`src/rtl/kds_pkg.sv`:
```
// Shared definitions for the kernel distributor sequencer: FSM state
// encoding, control-word width and the {trc, bank} packing helper that the
// distributor must also use so both sides agree on field order.
package kds_pkg;

  localparam int DEPTH_DEFAULT   = 3;
  localparam int ROUND_W_DEFAULT = 8;
  localparam int CTRL_W          = 2 * DEPTH_DEFAULT;

  typedef enum logic [1:0] {
    IDLE   = 2'd0,
    ISSUE  = 2'd1,
    FINISH = 2'd2
  } state_t;

  // Packs trc above bank; d is the width of each field. Callers truncate the
  // result to 2*d bits.
  function automatic logic [31:0] pack_ctrl(input int d,
                                            input logic [31:0] trc,
                                            input logic [31:0] bank);
    return (trc << d) | bank;
  endfunction

endpackage

```
`src/rtl/kernel_dist_sequencer_if.sv`:
```
// Valid/ready beat channel carrying the {trc, bank} control word from the
// sequencer (master) to the PE-array load logic (slave).
interface kernel_dist_sequencer_if #(
  parameter int depth = 3
);

  logic                 ctrl_valid;
  logic                 ctrl_ready;
  logic [2*depth-1:0]   control_signal;

  modport master (
    output ctrl_valid,
    output control_signal,
    input  ctrl_ready
  );

  modport slave (
    input  ctrl_valid,
    input  control_signal,
    output ctrl_ready
  );

endinterface

```
`src/rtl/kds_beat_counter.sv`:
```
// Bank/round walker. Bank counts 0..bank_last and wraps into the next round;
// the owner decides when to stop, so the counter itself never saturates.
module kds_beat_counter #(
  parameter int depth   = 3,
  parameter int ROUND_W = 8
) (
  input  logic               CLK,
  input  logic               RST_N,
  input  logic               clear,
  input  logic               step,
  input  logic [depth-1:0]   bank_last,
  input  logic [ROUND_W-1:0] rounds,
  output logic [depth-1:0]   bank,
  output logic               last_bank,
  output logic               last_round
);

  logic [ROUND_W-1:0] round;

  assign last_bank  = (bank == bank_last);
  assign last_round = (round == rounds - ROUND_W'(1));

  // Advance bank, rolling into the next round after bank_last.
  // NOTE: state registers use non-blocking assignments so every flop samples
  // pre-edge values; blocking here would create order-dependent races.
  always_ff @(posedge CLK or negedge RST_N) begin
    if (!RST_N) begin
      bank  <= '0;
      round <= '0;
    end else if (clear) begin
      bank  <= '0;
      round <= '0;
    end else if (step) begin
      if (last_bank) begin
        bank  <= '0;
        round <= round + ROUND_W'(1);
      end else begin
        bank  <= bank + depth'(1);
      end
    end
  end

endmodule

```
`src/rtl/kernel_dist_sequencer.sv`:
```
// Kernel distributor sequencer: walks banks 0..bank_last for cfg_rounds
// passes, issuing one {trc, bank} beat per handshake, then pulses done.
// Optional build macro KDS_PERF_CNT_EN adds the stall_cycles counter port.
module kernel_dist_sequencer
  import kds_pkg::*;
#(
  parameter int depth   = DEPTH_DEFAULT,
  parameter int ROUND_W = ROUND_W_DEFAULT
) (
  input  logic                     CLK,
  input  logic                     RST_N,
  input  logic                     start,
  input  logic                     abort,
  input  logic [depth-1:0]         cfg_trc,
  input  logic [depth-1:0]         cfg_bank_last,
  input  logic [ROUND_W-1:0]       cfg_rounds,
  kernel_dist_sequencer_if.master  ctrl,
  output logic                     busy,
  output logic                     done
`ifdef KDS_PERF_CNT_EN
  ,
  output logic [31:0]              stall_cycles
`endif
);

  localparam int CW = 2 * depth;

  state_t             state, state_nx;
  logic [depth-1:0]   trc_q;
  logic [depth-1:0]   bank_last_q;
  logic [ROUND_W-1:0] rounds_q;

  logic [depth-1:0]   bank;
  logic               last_bank;
  logic               last_round;
  logic               cnt_clear;
  logic               cnt_step;
  logic               accept_start;
  logic               transfer;

  assign accept_start = (state == IDLE) && start && !abort;
  assign transfer     = (state == ISSUE) && ctrl.ctrl_ready;

  kds_beat_counter #(
    .depth   (depth),
    .ROUND_W (ROUND_W)
  ) u_beat_counter (
    .CLK        (CLK),
    .RST_N      (RST_N),
    .clear      (cnt_clear),
    .step       (cnt_step),
    .bank_last  (bank_last_q),
    .rounds     (rounds_q),
    .bank       (bank),
    .last_bank  (last_bank),
    .last_round (last_round)
  );

  // Capture the sequence configuration only on an accepted start.
  always_ff @(posedge CLK or negedge RST_N) begin
    if (!RST_N) begin
      trc_q       <= '0;
      bank_last_q <= '0;
      rounds_q    <= '0;
    end else if (accept_start) begin
      trc_q       <= cfg_trc;
      bank_last_q <= cfg_bank_last;
      rounds_q    <= cfg_rounds;
    end
  end

  // FSM state register.
  always_ff @(posedge CLK or negedge RST_N) begin
    if (!RST_N) state <= IDLE;
    else        state <= state_nx;
  end

  // Next-state and counter control; abort outranks every transfer decision.
  always_comb begin
    // NOTE: every signal gets a default before the case so no path leaves it
    // unassigned, which would otherwise infer a latch.
    state_nx  = state;
    cnt_clear = 1'b0;
    cnt_step  = 1'b0;
    case (state)
      IDLE: begin
        cnt_clear = 1'b1;
        if (accept_start) state_nx = (cfg_rounds == '0) ? FINISH : ISSUE;
      end
      ISSUE: begin
        if (abort) begin
          state_nx  = IDLE;
          cnt_clear = 1'b1;
        end else if (transfer) begin
          if (last_bank && last_round) begin
            state_nx  = FINISH;
            cnt_clear = 1'b1;
          end else begin
            cnt_step = 1'b1;
          end
        end
      end
      FINISH: begin
        cnt_clear = 1'b1;
        state_nx  = IDLE;
      end
      default: begin
        cnt_clear = 1'b1;
        state_nx  = IDLE;
      end
    endcase
  end

  // Outputs decode straight from state and held counters, so the word is
  // stable for as long as the beat is stalled.
  assign ctrl.ctrl_valid     = (state == ISSUE);
  assign ctrl.control_signal = (state == ISSUE)
                             ? CW'(pack_ctrl(depth, 32'(trc_q), 32'(bank)))
                             : '0;
  assign busy = (state != IDLE);
  assign done = (state == FINISH);

`ifdef KDS_PERF_CNT_EN
  // Count stalled ISSUE cycles, saturating; cleared only by a new start.
  always_ff @(posedge CLK or negedge RST_N) begin
    if (!RST_N) begin
      stall_cycles <= '0;
    end else if (accept_start) begin
      stall_cycles <= '0;
    end else if ((state == ISSUE) && !ctrl.ctrl_ready && (stall_cycles != '1)) begin
      stall_cycles <= stall_cycles + 32'd1;
    end
  end
`endif

endmodule

```
`src/flat_wrapper.sv`:
```
// flat-port wrapper written by rule: the top's interface ports become plain ports
module kernel_dist_sequencer_flat import kds_pkg::*;
#(
  parameter int depth   = DEPTH_DEFAULT,
  parameter int ROUND_W = ROUND_W_DEFAULT
)
  (CLK, RST_N, start, abort, cfg_trc, cfg_bank_last, cfg_rounds, busy, done, ctrl_ctrl_valid, ctrl_control_signal, ctrl_ctrl_ready);
  kernel_dist_sequencer_if #(.depth(depth)) ctrl_i ();
  input  logic CLK;
  input  logic RST_N;
  input  logic start;
  input  logic abort;
  input  logic [depth-1:0] cfg_trc;
  input  logic [depth-1:0] cfg_bank_last;
  input  logic [ROUND_W-1:0] cfg_rounds;
  output logic busy;
  output logic done;
  output wire logic [$bits(ctrl_i.ctrl_valid)-1:0] ctrl_ctrl_valid;
  output wire logic [$bits(ctrl_i.control_signal)-1:0] ctrl_control_signal;
  input wire logic [$bits(ctrl_i.ctrl_ready)-1:0] ctrl_ctrl_ready;
  assign ctrl_ctrl_valid = ctrl_i.ctrl_valid;
  assign ctrl_control_signal = ctrl_i.control_signal;
  assign ctrl_i.ctrl_ready = ctrl_ctrl_ready;
  kernel_dist_sequencer #(.depth(depth), .ROUND_W(ROUND_W)) u_core (.CLK(CLK), .RST_N(RST_N), .start(start), .abort(abort), .cfg_trc(cfg_trc), .cfg_bank_last(cfg_bank_last), .cfg_rounds(cfg_rounds), .ctrl(ctrl_i), .busy(busy), .done(done));
endmodule
```
`config.mk`:
```
export PLATFORM = sky130hd
export DESIGN_NAME = kernel_dist_sequencer_flat
export DESIGN_NICKNAME = d
export VERILOG_FILES = /design/src/rtl/kds_pkg.sv /design/src/rtl/kernel_dist_sequencer_if.sv /design/src/rtl/kds_beat_counter.sv /design/src/rtl/kernel_dist_sequencer.sv /design/src/flat_wrapper.sv
export SDC_FILE = /design/constraint.sdc
export NUM_CORES = 1
export LEC_CHECK = 0
export ABC_AREA = 1
export ABC_CLOCK_PERIOD_IN_PS = 2100
export CORE_ASPECT_RATIO = 1.25
export CORE_MARGIN = 4
export CORE_UTILIZATION = 53
export CTS_CLUSTER_DIAMETER = 100
export DETAILED_ROUTE_END_ITERATION = 10
export PLACE_DENSITY_LB_ADDON = 0.2
export SKIP_CTS_REPAIR_TIMING = 1
export SLEW_MARGIN = 10
export SYNTH_ARGS = -nofsm -noshare
export SYNTH_HDL_FRONTEND = slang
export SYNTH_SLANG_ARGS = --single-unit
export TNS_END_PERCENT = 10
```
`constraint.sdc`:
```
create_clock -name CLK -period 2.1 [get_ports CLK]
set_input_delay 0.525 -clock CLK [delete_from_list [all_inputs] [get_ports CLK]]
set_output_delay 0.525 -clock CLK [all_outputs]
set_load 0.005 [all_outputs]
```
==> summary.txt <==
Status
  – Outcome: finished, violations left
  – Failing checks: setup timing

Floorplanning
  – I/O pin cnt: 28
  – Total die area: 0.00421 mm²
  – Core footprint: 0.00303 mm²
  – Die boundary height: 71.5 µm
  – Floorplan die width: about 59 µm
  – Initial core utilization: 0.565
  – Core Rows: 22

Power and ir drop
  – Sequential Power Share: 0.444
  – LEAKAGE: 1.15 nW
  – Portion of total power attributed to combinational logic: 0.406
  – Power per cell area: 762 mW/mm²
  – IR Drop Worst-Case VDD: 0.620 mV
  – Clock power frac: 0.150
  – Internal power: 0.978 mW
  – Sw power: 0.622 mW
  – Sw frac: 0.389

Timing
  – Max-slew headroom at the worst pin: 0.778
  – Setup violation total in the final timing report: 2
  – Final worst-path setup slack: -98.1 ps
  – Fin. max-slew vios: 0
  – Minimum clock period: 2200 ps
  – Final setup skew: 18.6 ps
  – Total Neg Setup Slack: -165 ps
  – Post-route clock period utilization: 1.05
  – WHS: 524 ps
  – Setup repair after global routing missed its margin: yes
  – Number of hold violations in the final report: 0
  – Fmax: 455 MHz
  – Slew @ Worst Pin: about 330 ps

Critical path
  – Slowest cell on crit path: sky130_fd_sc_hd__clkdlybuf4s50_1
  – Critical setup path kind: reg -> out
  – Crit path max fanout: 4
  – Cells along the critical path: nor2_1, inv_1, clkdlybuf4s50_1
  – Cell family contributing the most delay on the critical path: buffers and inverters
  – Critical path startpoint: u_core.state[1]
  – Timing endpoint of the critical path: busy
  – CP Capture Type: output pin
  – Required @ worst endpoint: 1570 ps
  – Reg-to-reg startpoint: u_core.rounds_q[0]
  – Number of buffer and inverter stages on the critical path: 2
  – Destination of the worst register-to-register timing path: u_core.state[0]
  – Crit path largest cell delay: 470 ps
  – Setup slack, reg-to-reg: 340 ps
  – Sort of element at the start of the critical path: register
  – Register-to-Register Path Depth: 11
  – Logic depth of the worst path, buffers included: 3
  – Endpoint arrival time on the critical path: around 1700 ps

Placement
  – I/O Buffers: 27
  – Routability Congestion: 0.850
  – Cell count after placement: 288
  – Placed Area: 0.00205 mm²
  – Half-perimeter wire length after placement: 2710 µm

Routing
  – Count of antenna-violating nets left after detailed routing: 0
  – Drt first-iter violations: 43
  – Routed WL: 3370 µm
  – Average wire length per cell after detail routing: 11.5 µm
  – Via-to-Cell Ratio: between 4 and 5
  – Detailed Routing Iterations Pass 1: 4
  – DRC violations left: 0
  – Number of vias after detailed routing: 1457

Layout
  – Count of inserted antenna diode cells: 0
  – Post-route standard cell area excluding fillers: 0.00210 mm²
  – Final core utilization: 0.693
  – Area growth from synthesis to layout: 22.8%
  – Number of nets at the end of the flow: 280
  – Ratio of cells with drive above 1 in the final layout: 0.125
  – Final cell count without fillers: just under 300
  – Number of fill cells: 248

Yosys
  – Number of register bits inferred by synthesis: 27
  – Mapped Area: 0.00171 mm²
  – Number of warnings printed during yosys synthesis: 0
  – Number of instances in the synthesized netlist: 225
  – Post-Syn Nets: approximately 250
  – Share of the yosys chip area belonging to registers: 0.395
  – Average footprint of a synthesized cell: 7.60 µm²
  – Distinct cells, synth: 27

Clocking
  – Depth of the CTS H-tree: 1
  – Clock-pin slew on the worst setup and hold paths: between 150 and 200 ps
  – Total CTS buffers: 3
  – Root Buffer: sky130_fd_sc_hd__clkbuf_4
  – TritonCTS clock tree: yes
  – Clock sinks: 27
  – Insertion delay to the later sink of the worst-skew pair: 340 ps
  – Number of buffers between clock root and the deepest sink: 2

GRT
  – Total gr overflow: 0
  – Pin count of the biggest net entering global routing: 28
  – Antenna violations before repair: 0
  – Vias in the first global route: 1413
  – Total routing usage reported by global routing: 0.178
  – Global-route wire length before repair: 5950 µm

Hold path
  – Classification of the worst-slack hold path: in -> async

Run
  – Number of maximum-capacitance violations: 0
==> cell families after synthesis <==
group	Yosys count	synth area share
simple gates	119	0.343
buf+inv	43	0.0973
flops	27	0.395
compound gates	17	0.0519
xor+xnor	13	0.0710
mux	3	0.0197
fa+ha+maj	3	0.0219
==> registers in the layout (all words and copies together) (netlist names) <==
name and flops:
u_core.bank_last_q 3, u_core.rounds_q 8, u_core.state 2, u_core.trc_q 3
u_core.u_beat_counter.bank 3, u_core.u_beat_counter.round 8
==> layout by cell type (no fill, tap or decap) <==
cell	n
sky130_fd_sc_hd__dfrtp_1	27
sky130_fd_sc_hd__inv_2	3
sky130_fd_sc_hd__o21ai_0	11
sky130_fd_sc_hd__dlymetal6s2s_1	6
sky130_fd_sc_hd__buf_12	1
sky130_fd_sc_hd__xor2_2	1
sky130_fd_sc_hd__o31ai_1	1
sky130_fd_sc_hd__nand2_4	4
sky130_fd_sc_hd__nor2_1	29
sky130_fd_sc_hd__buf_4	2
sky130_fd_sc_hd__xnor2_1	6
sky130_fd_sc_hd__inv_6	1
sky130_fd_sc_hd__nand4_1	5
sky130_fd_sc_hd__nand3b_1	1
sky130_fd_sc_hd__nand4_4	1
sky130_fd_sc_hd__clkbuf_4	3
sky130_fd_sc_hd__xor2_1	6
sky130_fd_sc_hd__a21oi_1	4
sky130_fd_sc_hd__nand2_1	53
sky130_fd_sc_hd__mux2_2	3
sky130_fd_sc_hd__nand3_1	14
sky130_fd_sc_hd__nand3_2	3
sky130_fd_sc_hd__inv_1	36
sky130_fd_sc_hd__nor2_2	5
sky130_fd_sc_hd__inv_4	2
sky130_fd_sc_hd__ha_1	3
sky130_fd_sc_hd__o22ai_1	1
sky130_fd_sc_hd__nor2_8	1
sky130_fd_sc_hd__nor3_1	1
sky130_fd_sc_hd__nand2_2	1
sky130_fd_sc_hd__nor2_4	1
sky130_fd_sc_hd__clkdlybuf4s50_1	21
==> power by group through the flow <==
stage / Sequential [mW] / Clock (mW) / Combinational, mW
finish: 0.711 / 0.240 / 0.649
global route: 0.727 / 0.264 / 0.737
CTS: 0.713 / 0.245 / 0.652
detailed placement: 0.724 / 0 / 0.646
global placement: 0.721 / 0 / 0.641
floorplan: 0.696 / 0 / 0.465
==> cells in the mapped netlist, drive strengths merged <==
| library cell | n | share of area |
|---|---|---|
| a21oi | 4 | 0.012 |
| clkbuf | 2 | 0.0044 |
| dfrtp | 27 | 0.40 |
| ha | 3 | 0.022 |
| inv | 41 | 0.093 |
| mux2 | 3 | 0.020 |
| nand2 | 58 | 0.15 |
| nand3 | 17 | 0.059 |
| nand3b | 1 | 0.0044 |
| nand4 | 6 | 0.031 |
| nor2 | 36 | 0.10 |
| nor3 | 1 | 0.0029 |
| o21ai | 11 | 0.032 |
| o22ai | 1 | 0.0037 |
| o31ai | 1 | 0.0044 |
| xnor2 | 6 | 0.031 |
| xor2 | 7 | 0.040 |
==> layout make-up <==
cell class	instances	area [µm²]	area share
Multi-Input combinational cell	155	868	0.414
Clock inverter	1	8.76	0.00417
Sequential cell	27	676	0.322
Inverter	41	159	0.0757
Timing Repair Buffer	30	320	0.153
Clock buffer	3	22.5	0.0107
Tap cell	36	45.0	0.0215
==> worst min-delay path by stage <==
stage,startpoint,end,slack [ps],cells after the start
floorplan,RST_N,u_core.bank_last_q[0],230,0
global placement,u_core.trc_q[0],u_core.trc_q[0],490,2
detailed placement,u_core.trc_q[2],u_core.trc_q[2],500,2
CTS,RST_N,u_core.rounds_q[4],530,2
global route,RST_N,u_core.rounds_q[4],550,2
finish,RST_N,u_core.rounds_q[4],520,2
==> per-layer routing <==
| metal | up-vias | share of wire | GRT usage |
|---|---|---|---|
| li1 | 764 | - | - |
| met1 | 647 | 0.44 | 0.230 |
| met2 | 37 | 0.49 | 0.302 |
| met3 | 9 | 0.045 | 0.0252 |
| met4 | 0 | 0.019 | 0.0554 |
| met5 | - | 0 | 0 |
==> per-stage QoR <==
step	power (mW)	setup slack (ps)
2_1_floorplan	1.16	578
3_3_place_gp	1.36	214
3_5_place_dp	1.37	170
4_1_cts	1.61	-125
5_1_grt	1.73	-192
6_report	1.60	-98.1
(Power assumes the default switching activity.)
